--- config.mk ---
export PLATFORM = sky130hd
export DESIGN_NAME = raw2rgb_frame_seq
export DESIGN_NICKNAME = d
export VERILOG_FILES = /design/src/rtl/raw2rgb_frame_seq.sv
export SDC_FILE = /design/constraint.sdc
export NUM_CORES = 1
export LEC_CHECK = 0
export BUFFER_PORTS_ARGS = -buffer_cell sky130_fd_sc_hd__buf_2
export CORE_UTILIZATION = 35
export CTS_CLUSTER_DIAMETER = 80
export DETAILED_ROUTE_END_ITERATION = 8
export SLEW_MARGIN = 20
export SYNTH_ARGS = -nofsm -noshare
export SYNTH_HDL_FRONTEND = slang
export SYNTH_SLANG_ARGS = --single-unit
export TNS_END_PERCENT = 5
--- constraint.sdc ---
create_clock -name iCLK -period 2.4 [get_ports iCLK]
set_clock_uncertainty 0.1 [all_clocks]
set_input_delay 0.12 -clock iCLK [delete_from_list [all_inputs] [get_ports iCLK]]
set_output_delay 0.12 -clock iCLK [all_outputs]
set_load 0.1 [all_outputs]
--- src/rtl/raw2rgb_frame_seq.sv ---
// Frame/line sequencer ahead of the Bayer demosaic: arms on a clean frame boundary, registers
// raw pixels, tracks column/row for parity decode, gates demosaic output and flags bad geometry.
module raw2rgb_frame_seq #(
    parameter int unsigned H_ACTIVE    = 1280,
    parameter int unsigned V_ACTIVE    = 1024,
    parameter int unsigned PRIME_LINES = 2,
    parameter int unsigned CNT_W       = 16
) (
    input  logic             iCLK,
    input  logic             iRST_n,
    input  logic             iStart,
    input  logic             iStop,
    input  logic             iFval,
    input  logic             iLval,
    input  logic [11:0]      iData,
    output logic [11:0]      oData,
    output logic             oDval,
    output logic [CNT_W-1:0] oX_Cont,
    output logic [CNT_W-1:0] oY_Cont,
    output logic             oOutEn,
    output logic             oFrameStart,
    output logic             oFrameDone,
    output logic [31:0]      oFrame_Cont,
    output logic             oLineErr,
    output logic             oBusy
);

    localparam int unsigned PIX_W = $clog2(2 * H_ACTIVE + 1);

    localparam logic [CNT_W-1:0] H_LIM   = CNT_W'(H_ACTIVE);
    localparam logic [CNT_W-1:0] V_LIM   = CNT_W'(V_ACTIVE);
    localparam logic [CNT_W-1:0] PRIME   = CNT_W'(PRIME_LINES);
    localparam logic [PIX_W-1:0] PIX_H   = PIX_W'(H_ACTIVE);
    localparam logic [PIX_W-1:0] PIX_MAX = PIX_W'(2 * H_ACTIVE);

    localparam logic [2:0] ST_IDLE    = 3'd0;
    localparam logic [2:0] ST_ARMED   = 3'd1;
    localparam logic [2:0] ST_WAIT_FV = 3'd2;
    localparam logic [2:0] ST_ACTIVE  = 3'd3;
    localparam logic [2:0] ST_DONE    = 3'd4;

    logic [2:0]       state_q, state_d;
    logic             fval_q, lval_q, fval_prev_q, line_prev_q;
    logic [11:0]      data_q;
    logic [CNT_W-1:0] x_q, x_d, y_q, y_d;
    logic [PIX_W-1:0] pix_q, pix_d;
    logic             err_q, err_d;
    logic             stop_q, stop_d;
    logic [31:0]      frame_cnt_q, frame_cnt_d;

    logic line_act, line_start, line_end, fv_rise, fv_fall, in_active, dval;

    always_comb begin
        // Line valid outside frame valid is ignored entirely.
        line_act   = fval_q & lval_q;
        line_start = line_act & ~line_prev_q;
        line_end   = ~line_act & line_prev_q;
        fv_rise    = fval_q & ~fval_prev_q;
        fv_fall    = ~fval_q & fval_prev_q;
        in_active  = (state_q == ST_ACTIVE);
        dval       = in_active & line_act & (x_q < H_LIM) & (y_q < V_LIM);
    end

    always_comb begin
        state_d     = state_q;
        x_d         = x_q;
        y_d         = y_q;
        pix_d       = pix_q;
        err_d       = err_q;
        stop_d      = stop_q;
        frame_cnt_d = frame_cnt_q;
        case (state_q)
            ST_IDLE: begin
                if (iStart && !iStop) begin
                    state_d = ST_ARMED;
                    err_d   = 1'b0;
                end
            end
            ST_ARMED: begin
                if (iStop) state_d = ST_IDLE;
                else if (!fval_q) state_d = ST_WAIT_FV;
            end
            ST_WAIT_FV: begin
                if (iStop) begin
                    state_d = ST_IDLE;
                end else if (fv_rise) begin
                    state_d = ST_ACTIVE;
                    x_d     = '0;
                    y_d     = '0;
                    pix_d   = '0;
                end
            end
            ST_ACTIVE: begin
                if (iStop) stop_d = 1'b1;
                if (line_act) begin
                    if (line_start) pix_d = PIX_W'(1);
                    else if (pix_q < PIX_MAX) pix_d = pix_q + 1'b1;
                    if (line_start && (y_q == V_LIM)) err_d = 1'b1;
                    if (dval) x_d = x_q + 1'b1;
                end else begin
                    // X parks at 0 between lines so a new line starts at column 0.
                    x_d = '0;
                    if (line_end) begin
                        if (pix_q != PIX_H) err_d = 1'b1;
                        if ((pix_q != '0) && (y_q < V_LIM)) y_d = y_q + 1'b1;
                        pix_d = '0;
                    end
                end
                if (fv_fall) begin
                    state_d     = ST_DONE;
                    frame_cnt_d = frame_cnt_q + 32'd1;
                end
            end
            ST_DONE: begin
                state_d = (stop_q || iStop || !iStart) ? ST_IDLE : ST_WAIT_FV;
                stop_d  = 1'b0;
            end
            default: state_d = ST_IDLE;
        endcase
    end

    always_ff @(posedge iCLK or negedge iRST_n) begin
        if (!iRST_n) begin
            state_q     <= ST_IDLE;
            fval_q      <= 1'b0;
            lval_q      <= 1'b0;
            fval_prev_q <= 1'b0;
            line_prev_q <= 1'b0;
            data_q      <= '0;
            x_q         <= '0;
            y_q         <= '0;
            pix_q       <= '0;
            err_q       <= 1'b0;
            stop_q      <= 1'b0;
            frame_cnt_q <= '0;
        end else begin
            state_q     <= state_d;
            fval_q      <= iFval;
            lval_q      <= iLval;
            fval_prev_q <= fval_q;
            line_prev_q <= line_act;
            data_q      <= iData;
            x_q         <= x_d;
            y_q         <= y_d;
            pix_q       <= pix_d;
            err_q       <= err_d;
            stop_q      <= stop_d;
            frame_cnt_q <= frame_cnt_d;
        end
    end

    assign oData       = data_q;
    assign oDval       = dval;
    assign oX_Cont     = x_q;
    assign oY_Cont     = y_q;
    assign oOutEn      = in_active & (y_q >= PRIME);
    assign oFrameStart = dval & (x_q == '0) & (y_q == '0);
    assign oFrameDone  = (state_q == ST_DONE);
    assign oFrame_Cont = frame_cnt_q;
    assign oLineErr    = err_q;
    assign oBusy       = (state_q != ST_IDLE);

endmodule

# Yosys cells after proc, flatten, opt, wreduce, memory -nomap -nowiden
# Cells that the tools add are included.
[totals] ff_bits=97
[op_classes] add_sub_neg=4 order_cmp=4 reduce_logical=22 mux=32 bitwise=15 eq_ne=21
[op_table] operator="2-to-1 mux 16 bit" count=7
[op_table] operator="2-to-1 mux 12 bit" count=6
[op_table] operator="one-hot mux 16 bit (2 select lines)" count=2
[op_table] operator="adder 16 x 1 -> 16 bit (second input constant)" count=2
[op_table] operator="adder 32 x 1 -> 32 bit (second input constant)" count=1
[op_table] operator="logical NOT 16 bit" count=2
[op_table] operator="< comparator 16 x 11 -> 1 bit (second input constant)" count=2
[op_table] operator="one-hot mux 12 bit (2 select lines)" count=1
[op_table] operator="2-to-1 mux 3 bit" count=6
[op_table] operator="equality test 16 x 11 -> 1 bit (second input constant)" count=1
[op_table] operator="greater-or-equal comparator 16 x 2 -> 1 bit (second input constant)" count=1
[op_table] operator="one-hot mux 3 bit (5 select lines)" count=1
[op_table] operator="!= test 2 bit (second input constant)" count=7
[op_table] operator="adder 12 x 1 -> 12 bit (second input constant)" count=1
[op_table] operator="< comparator 12 bit (second input constant)" count=1
[op_table] operator="!= test 12 x 11 -> 1 bit (second input constant)" count=1
[op_table] operator="nonzero test 12 bit" count=1
[op_table] operator="AND 1 bit" count=11
[op_table] operator="AND reduction 5 bit" count=2
[op_table] operator="!= test 3 x 2 -> 1 bit (second input constant)" count=3
[op_table] operator="!= test 3 bit (second input constant)" count=3
[op_table] operator="AND reduction 4 bit" count=2
[op_table] operator="equality test 3 x 2 -> 1 bit (second input constant)" count=2
[op_table] operator="2-to-1 mux 1 bit" count=6
[op_table] operator="other kinds (15)" count=26

# Logic depth before layout (Yosys ltp)
# Gate-level depths: netlist (run 1).
[depth] ltp_word=7 mapped_depth=8 mapped_depth_nobuf=7

# Least setup slack after synthesis (run 1)
# Ideal clock, no wire load.
[synth_timing] path_type="flip-flop to output port" start="reg y_q[10], in the netlist oY_Cont[10]" end="out oFrameStart" path_stages_with_launch=5 path_slack_ps=-1670 arrival_time_ps=3850 path_buffers=0 path_cell_list="dfrtp_1 or4_4 nor2_1 nand4b_1 nor3_1"
[synth_between] elab_chain_cells=4 elab_cells_between_ends=5 classes_between="1 x order compare; 3 x bitwise; 1 x reduce/logical"
[synth_rtl] element="from (decl)" line="45" rtl="logic [CNT_W-1:0] x_q, x_d, y_q, y_d;"
[synth_rtl] element="from (signal assigned)" line="144" rtl="y_q <= y_d;"
[synth_rtl] element="< comparator 16 x 11 -> 1 bit" line="61" rtl="dval = in_active & line_act & (x_q < H_LIM) & (y_q < V_LIM);"
[synth_rtl] element="AND 1 bit" line="61"
[synth_rtl] element="AND 1 bit" line="157" rtl="assign oFrameStart = dval & (x_q == '0) & (y_q == '0);"
[synth_rtl] element="AND 1 bit *" line="157"
[synth_rtl] element="to (decl)" line="21" rtl="output logic oFrameStart,"
# Mark *: on every way between the ends. The rest lies on a longest branch, timed or not.

# Worst setup path in the final report (run 1)
[layout_timing] start="reg y_q[15], in the netlist oY_Cont[15]" end="out oFrameStart"
# Same word-level chain as after synthesis.

==> results of run 1 <==
==> area by class of cell <==
class,count,area (um2),area share
timing repair buffer,137,870,0.147
clock inverter,6,41.3,0.00696
inverter,23,90.1,0.0152
multi-input combinational,318,2030,0.343
tap,172,215,0.0363
clock buffer,10,239,0.0403
sequential,97,2440,0.412
==> sequential cells by signal, indices dropped and copies added (netlist names) <==
name         flops
lval_q           1
oX_Cont         16
oLineErr         1
oFrame_Cont     32
oY_Cont         16
fval_q           1
line_prev_q      1
pix_q           12
stop_q           1
state_q          3
oData           12
fval_prev_q      1
==> worst max-delay path, stage by stage (launching register included) <==
cell and delay [ps]:
dfrtp_4 470, or4_4 590, nor2_4 130, nand4b_1 120
buf_6 170, nor3_4 150, buf_12 200
==> cell usage in the layout, fill, tap and decap left out, types with 6 or more instances in the layout <==
cell	n
a21oi_1	13
and2_1	13
and3_1	11
buf_2	96
buf_4	21
clkbuf_16	9
dfrtp_1	87
dfrtp_2	8
dlygate4sd3_1	16
ha_1	7
inv_1	21
nand2_1	40
nand3_1	25
nand4_1	13
nor2_1	31
nor2b_1	6
nor3_1	11
nor4_1	8
o21ai_0	30
o31ai_1	6
or3_1	7
xnor2_1	17
xor2_1	17
==> cells in the mapped netlist, drive strengths merged (3+ instances only) <==
cell | instances | share of area
or3 | 11 | 0.016
nor2 | 32 | 0.027
o21ai | 30 | 0.033
nor4 | 9 | 0.016
dfrtp | 97 | 0.54
inv | 22 | 0.018
ha | 7 | 0.019
nand3 | 26 | 0.030
nor3 | 13 | 0.014
nand3b | 4 | 0.0066
xnor2 | 17 | 0.033
a22o | 3 | 0.0058
o31ai | 6 | 0.0099
or4 | 6 | 0.011
and3 | 11 | 0.015
a21oi | 18 | 0.020
buf | 5 | 0.0094
nand4 | 13 | 0.018
nor4b | 3 | 0.0058
nor2b | 6 | 0.0083
and2 | 13 | 0.018
nand2 | 41 | 0.036
xor2 | 17 | 0.033
nand4b | 3 | 0.0058
==> report_power, final <==
part / switching, W / internal (W) / total (W)
combinational: 0.00163 / 0.000432 / 0.00206
sequential: 0.000300 / 0.00185 / 0.00215
clock: 0.000634 / 0.000731 / 0.00136
total: 0.00256 / 0.00301 / 0.00557
==> logic make-up after synthesis <==
family,share of synthesized area
muxes,0.00939
adders and majority gates,0.0193
DFF,0.536
xor gates and xnor gates,0.0657
AOI/OAI and AO/OA,0.0950
buffers and inverters,0.0301
and+or+nand+nor,0.245
==> how the worst max path moves through the flow <==
stage / start / end
final: oY_Cont[15] / oFrameStart
after global routing: oY_Cont[15] / oFrameStart
after CTS: oY_Cont[15] / oFrameStart
after detailed placement: oY_Cont[15] / oX_Cont[7]
after global placement: oY_Cont[15] / oX_Cont[3]
after floorplan: oY_Cont[15] / oFrameStart
==> timing repair <==
action	4_1_cts	5_1_grt
resized for setup	2	9
buffers inserted	1	1
hold buffers	16	0
pin swaps	1	7
endpoints found under the hold margin	78	0
setup endpoints to repair	6	22
==> stage by stage <==
step	instance area [um2]	setup TNS, ps	setup WS [ps]	cells	hold WS [ps]
floorplan	4570	-1440	-235	445	-276
global placement	5430	0	22.8	729	-28.0
detailed placement	5430	-62.5	-28.7	729	-22.0
CTS	5890	-48.0	-23.3	762	39.7
global route	5930	-165	-58.8	763	86.4
finish	5930	0	12.2	763	56.7
==> routing by layer <==
layer  wire [um]  vias up
met2        5150      104
met1        4900     1819
met3         501       16
met5           0        -
li1            -     1861
met4         272        0
==> metrics.yaml, run 1 <==
power_and_ir_drop:
  leakage_nw: 2.82
  peakVddDrop_mv: 1.05
  total_power_w: 0.00557
  powerDensity_nw_per_um2: 939
global_routing:
  grt_max_degree: 51
  grtUsageTotal: 0.171
  top_usage_layer: "met2"
  use_met2: 0.254
  gr-total-overflow: 0
  use_met1: 0.234
  antenna_found_initial: 0
  grt_pass1_vias: 3509
  use_met3: 0.0335
  grt_pass1_wl_um: 17600
sta:
  relSlewSlack: 0.563
  fin_crit_sh: 0.995
  rsz0062_at_grt: "yes"
  timing.final.max_slew_violations: 0
  fin_crit_ps: 2390
  setup_viol: 0
  worst_pin_slew_ps: 648
  max_freq_mhz: 419
  hold_viol: 0
floorplan:
  fp.dieArea_um2: 13400
  dieWidth_um: 116
  die_y_um: 116
  rows: 41
  core_um2: 12600
  num_io_pins: 100
  start_util: 0.359
setup_path:
  start_kind: "register"
  critPathCaptureType: "primary output"
  worstReg2RegEnd: "oX_Cont[4]"
  worst-endpoint-arrival_ps: 2170
  reg2reg_depth: 6
  r2r_slack_ps: 60
  path_class: "reg -> out"
  crit_fanout: 5
  worstPathRequired_ps: 2180
  r2r_start: "oY_Cont[15]"
cells_and_area:
  syn_to_final_growth_pct: 30.9
  nets: 611
  n_fill_cell: 1222
  fin_util: 0.470
  diodes: 0
  final_layout_size_suffix_gt1_frac: 0.294
detailed_routing:
  vias: 3800
  dr.pass1.iters: 5
  viasPerCell: 4.98
  routedWlPerCell_um: 14.2
  drt_iter0_drc: 159
  drc: 0
  postRouteAntennaNets: 0
  routed_wl_um: 10800
flow_run:
  cap_violations: 0
clocking:
  htreeDepth: 3
  clock_latency_ps: 350
  clk_pin_slew_ps: 60
  clockBufferDepth: 2
  clock-sinks: 97
  root_buffer: "clkbuf_16"
  cts_tree: "built"
  cts_buffers: 9
worst_hold_path:
  hold_class: "in -> reg"
  min_from: "iStart"
  hold_end: "oLineErr"
  min_path_cells: 4
synthesis:
  syn_inst: 445
  seq_area_frac_synth: 0.536
  ys_async_sr_fraction: 1.00
  yosysWarnings: 0
  netlist_area_um2: 4530
  synth_nets: 470
  ys_ff_latch: 97
  ys_types: 55
  avgSynthCellArea_um2: 10.2
  synth-edff-count: 0
  synth_ff_type: "dfrtp_1"
placed_design:
  dp_hpwl_um: 7930
  gp_congestion: 0.818
  port_buffers: 99
run_status:
  status: "complete, no violations"
Note: power is estimated with default switching activity, not from simulation.
==> inputs of run 2 (changes only) <==
==> constraint.sdc (replaced) <==
create_clock -name iCLK -period 2.4 [get_ports iCLK]
set_clock_uncertainty 0.1 [all_clocks]
set_input_delay 0.12 -clock iCLK [delete_from_list [all_inputs] [get_ports iCLK]]
set_output_delay 0.12 -clock iCLK [all_outputs]
set_load 0.05 [all_outputs]
==> run 2 against run 1 <==
Clock-buffer cell count unchanged. Register-to-register slack about the same. Global-route usage increased by 0.40 points. Critical endpoint is now oX_Cont[9]. Largest power group unchanged.
==> metrics.yaml, run 2 (synthesis gave the netlist of run 1 again) <==
run_status:
  status: "complete, no violations"
cells_and_area:
  largest_reg_flops: 32  # unchanged
  layout_common_cells: "buf_2 (96), dfrtp_1 (94), nand2_1 (40)"
  fin_util: 0.467  # -0.00307
  syn_to_final_growth_pct: 30.1
  diodes: 0  # unchanged
  final_area_um2: 5890  # -0.65%
  layout_commonest_cell: "buf_2"
  final_layout_size_suffix_gt1_frac: 0.281  # -0.0133
  nets: 615  # +0.65%
sta:
  timing.final.ws_setup_ps: 50.8  # +38.6 ps
  relSlewSlack: 0.447  # -0.116
  timing.final.max_slew_violations: 0  # unchanged
  fin_crit_sh: 0.979  # -0.0161
  hold_viol: 0  # unchanged
  worst_pin_slew_ps: 829  # +181 ps
  fin_crit_ps: 2350  # -38.6 ps
  hold_slack_ps: 58.3  # +1.64 ps
  rsz0062_at_grt: "yes"
  setup_viol: 0  # unchanged
  max_freq_mhz: 426  # +1.6%
global_routing:
  grt_pass1_vias: 3703  # +5.5%
  use_met1: 0.234  # about the same
  grtUsageTotal: 0.175  # +0.00400
  grt_max_degree: 64  # +25%
  grt_pass1_wl_um: 18100  # +3.0%
  use_met2: 0.271  # +0.0175
  top_usage_layer: "met2"
  use_met3: 0.0476  # +0.0141
  gr-total-overflow: 0  # unchanged
  antenna_found_initial: 0  # unchanged
detailed_routing:
  dr.pass1.iters: 4  # -1
  viasPerCell: 5.00  # +0.32%
  routed_wl_um: 11000  # +1.7%
  routedWlPerCell_um: 14.4  # +1.3%
  postRouteAntennaNets: 0  # unchanged
  vias: 3827  # +0.71%
  drt_iter0_drc: 248  # +56%
  drc: 0  # unchanged
flow_run:
  cap_violations: 0  # unchanged
setup_path:
  start_kind: "primary input"
  worst-endpoint-arrival_ps: 2530  # +360 ps
  worstPathRequired_ps: 2580  # +400 ps
  crit_buf_inv: 2  # unchanged
  crit_fanout: 8  # +3
  worst_path_dominant_cell_family: "simple AND/OR/NAND/NOR gates"
  path_class: "in -> reg"
  crit_slowest_cell: "or4_1"
  worstPathCellList: "dlygate4sd3_1, buf_2, or3b_2, a21oi_1, o211ai_1, or4_1, a21oi_2"
  critPathCaptureType: "register"
  critical-path-max-stage-delay_ps: 560  # -30 ps
clocking:
  clk_pin_slew_ps: 70  # about the same
  htreeDepth: 3  # unchanged
  cts_buffers: 9  # unchanged
  clock_latency_ps: 350  # about the same
  root_buffer: "clkbuf_16"
  clockBufferDepth: 2  # unchanged
  cts_tree: "built"
  clock-sinks: 97  # unchanged
floorplan:
  start_util: 0.359  # unchanged
  fp.dieArea_um2: 13400  # unchanged
  num_io_pins: 100  # unchanged
  die_y_um: 116  # unchanged
  dieWidth_um: 116  # unchanged
  rows: 41  # unchanged
  core_um2: 12600  # unchanged
placed_design:
  gp_congestion: 0.807  # -1.4%
  dp_slack_ps: 49.9  # +78.7 ps
  dpl_cell_area_um2: 5370  # -1.2%
  port_buffers: 99  # unchanged
  dp_hpwl_um: 7770  # -2.0%
power_and_ir_drop:
  intPower_w: 0.00302  # +0.24%
  power.share.switching: 0.396  # -0.0637
  comb_power_share: 0.298  # -0.072
  clockPowerShare: 0.270  # +0.025
  total_power_w: 0.00500  # -10%
  p_switching_w: 0.00198  # -23%
  leakage_nw: 2.84  # +0.94%
  sequentialPowerShare: 0.432  # +0.047
  powerDensity_nw_per_um2: 848  # -9.7%
  peakVddDrop_mv: 0.432  # -59%
worst_hold_path:
  hold_class: "in -> reg"
-- run 2: worst paths after layout --
kind | from | end | slack (ps) | depth (start not counted)
worst max-delay path | iStop | oX_Cont[9] | 50 | 7
worst min-delay path | iStart | oLineErr | 60 | 4
worst max register to register | oY_Cont[14] | oX_Cont[9] | 60 | 5
worst min register to register | oFrame_Cont[31] | oFrame_Cont[31] | 380 | 1
max in group asynchronous | iRST_n | oFrame_Cont[30] | 1190 | 3
min in group asynchronous | iRST_n | oY_Cont[3] | 300 | 2
-- run 2: timing repair --
action                                  in CTS  in global routing
resized for setup                            4                 12
endpoints found under the setup margin       2                 10
endpoints found under the hold margin       78                  0
hold buffers                                16                  0
buffers inserted                             1                  5
pin swaps                                    2                 13
-- run 2: final cells by class --
cell class,instances,area [um2]
well taps,172,215
clock inverters,5,31.3
clock buffers,10,239
inverters,23,86.3
repair buffers,141,878
multi-input cells,318,2010
flip-flops and latches,97,2430
fillers,1211,6730
-- run 2: routing by layer --
metal | up-vias | part of all wire
li1 | 1864 | -
met1 | 1857 | 0.48
met2 | 96 | 0.46
met3 | 10 | 0.047
met4 | 0 | 0.012
met5 | - | 0
-- run 2: tightest hold or removal path: cells and delay by family --
family                 cells  cell delay, ps
buffers and inverters      2             200
AO/OA/AOI/OAI              2             140
-- run 2: power groups by stage --
stage          clock network, W  registers, W  logic (W)
2_1_floorplan                 0       0.00259   0.000594
3_3_place_gp                  0       0.00217    0.00144
3_5_place_dp                  0       0.00218    0.00146
4_1_cts                 0.00139       0.00215    0.00148
5_1_grt                 0.00147       0.00221    0.00162
6_report                0.00135       0.00216    0.00149
-- run 2: per-stage QoR --
stage               TNS [ps]  instances
floorplan                  0        445
global placement           0        729
detailed placement         0        729
CTS                        0        761
global route            -128        766
finish                     0        766
==> inputs of run 3 (changes only) <==
--- a/config.mk
+++ b/config.mk
@@ -9,6 +9,7 @@
 export CORE_UTILIZATION = 35
 export CTS_CLUSTER_DIAMETER = 80
 export DETAILED_ROUTE_END_ITERATION = 8
+export MAX_ROUTING_LAYER = met4
 export SLEW_MARGIN = 20
 export SYNTH_ARGS = -nofsm -noshare
 export SYNTH_HDL_FRONTEND = slang
==> run 3 against run 2 <==
Routed wire length about the same. Via count increased by 0.16%. Cell count unchanged. Global-route usage increased by 0.55 points. Non-clock buffer count unchanged. Sequential cell count unchanged.
==> metrics.yaml, run 3 (synthesis gave the netlist of run 1 again) <==
run_status:
  status: "complete, no violations"
sta:
  fin_crit_sh: 0.977  # -0.00139
  hold_viol: 0  # unchanged
  max_freq_mhz: 426  # +0.14%
  hold_slack_ps: 56.4  # -1.87 ps
  setup_viol: 0  # unchanged
  timing.final.max_slew_violations: 0  # unchanged
  fin_crit_ps: 2350  # -3.33 ps
  rsz0062_at_grt: "yes"
  relSlewSlack: 0.449  # +0.00174
  worst_pin_slew_ps: 827  # -2.61 ps
  fin_setup_tns_ps: 0  # unchanged
  timing.final.ws_setup_ps: 54.1  # +3.33 ps
detailed_routing:
  routed_wl_um: 11000  # about the same
  postRouteAntennaNets: 0  # unchanged
  viasPerCell: 5.00  # +0.16%
  drt_iter0_drc: 251  # +1.2%
  vias: 3833  # +0.16%
  routedWlPerCell_um: 14.4  # about the same
  dr.pass1.iters: 5  # +1
  drc: 0  # unchanged
clocking:
  htreeDepth: 3  # unchanged
  clockBufferDepth: 2  # unchanged
  cts_buffers: 9  # unchanged
  root_buffer: "clkbuf_16"
  clk_pin_slew_ps: 70  # about the same
  clock-sinks: 97  # unchanged
  cts_tree: "built"
  clock_latency_ps: 350  # about the same
cells_and_area:
  fin_cells: 766  # unchanged
  fin_util: 0.467  # unchanged
  final_layout_size_suffix_gt1_frac: 0.281  # unchanged
  diodes: 0  # unchanged
  n_fill_cell: 1211  # unchanged
  syn_to_final_growth_pct: 30.1  # unchanged
  nets: 615  # unchanged
  largest_reg_flops: 32  # unchanged
  layout_common_cells: "buf_2 (96), dfrtp_1 (94), nand2_1 (40)"
  layout_commonest_cell: "buf_2"
global_routing:
  grtUsageTotal: 0.181  # +0.00551
  gr-total-overflow: 0  # unchanged
  grt_pass1_wl_um: 18100  # unchanged
  grt_pass1_vias: 3714  # +0.30%
  grt_max_degree: 64  # unchanged
  antenna_found_initial: 0  # unchanged
power_and_ir_drop:
  peakVddDrop_mv: 0.434  # +0.42%
  leakage_nw: 2.84  # unchanged
  powerDensity_nw_per_um2: 848  # about the same
floorplan:
  fp.dieArea_um2: 13400  # unchanged
  num_io_pins: 100  # unchanged
  core_um2: 12600  # unchanged
  start_util: 0.359  # unchanged
  rows: 41  # unchanged
  die_y_um: 116  # unchanged
  dieWidth_um: 116  # unchanged
setup_path:
  critPathCaptureType: "primary output"
  reg2reg_depth: 5  # unchanged
  start_kind: "register"
  worstReg2RegEnd: "oX_Cont[9]"
  r2r_start: "oY_Cont[14]"
  worst-endpoint-arrival_ps: 2130  # -400 ps
  path_class: "reg -> out"
  worstPathRequired_ps: 2180  # -400 ps
  crit_fanout: 4  # -4
  r2r_slack_ps: 60  # about the same
placed_design:
  dp_slack_ps: 49.9  # unchanged
  dp.cells: 729  # unchanged
  gp_congestion: 0.818  # +1.5%
  port_buffers: 99  # unchanged
  dp_hpwl_um: 7770  # unchanged
worst_hold_path:
  hold_class: "in -> reg"
  hold_end: "oLineErr"
  min_path_cells: 4  # unchanged
  min_from: "iStart"
flow_run:
  cap_violations: 0  # unchanged
## run 3: cell counts in the layout (fill, tap and decap cells not counted)
Identical to the previous run, type by type.
## run 3: metrics by stage
stage | total power, W | instance area (um2)
after global placement | 0.00361 | 5370
after global routing | 0.00529 | 5890
after floorplan | 0.00318 | 4540
after detailed placement | 0.00364 | 5370
final | 0.00500 | 5890
after CTS | 0.00503 | 5810
## run 3: cell type report
class                   count  area, um2  share of cell area
clock inverters             5       31.3             0.00531
flip-flops and latches     97       2430               0.413
clock buffers              10        239              0.0406
repair buffers            141        878               0.149
inverters                  23       86.3              0.0146
multi-input cells         318       2010               0.341
well taps                 172        215              0.0365
## run 3: worst max-delay path, cell delays in order, from the launching register on
cell and delay [ps]:
dfrtp_2 420, or4_4 580, nor2_2 140, nand4b_1 160, nor3_2 280, buf_6 190
## run 3: worst max-delay path by stage
stage	cells after the start	slack, ps	startpoint	to
global placement	5	80	oY_Cont[10]	oX_Cont[9]
finish	5	50	oY_Cont[14]	oFrameStart
floorplan	4	50	oY_Cont[10]	oFrameStart
CTS	6	20	oY_Cont[10]	oX_Cont[7]
global route	5	-50	oY_Cont[14]	oFrameStart
detailed placement	6	50	oY_Cont[10]	oX_Cont[7]
## run 3: report_power, final
part | switching, W | internal (W)
Combinational | 0.00104 | 0.000447
Clock | 0.000628 | 0.000724
Sequential | 0.000314 | 0.00185
## run 3: timing repair
item                       in CTS  in global routing
hold endpoints to repair       78                  0
cloned                          0                  0
pin swaps                       2                 13
buffers inserted                1                  5
gates resized for setup         4                 12
hold buffers                   16                  0
setup endpoints to repair       2                 10
## run 3: per-layer routing
| metal | up-vias | share of wire | GRT usage |
|---|---|---|---|
| met4 | 0 | 0.013 | 0.0667 |
| li1 | 1865 | - | - |
| met5 | - | 0 | - |
| met1 | 1866 | 0.48 | 0.236 |
| met2 | 91 | 0.46 | 0.271 |
| met3 | 11 | 0.044 | 0.0445 |
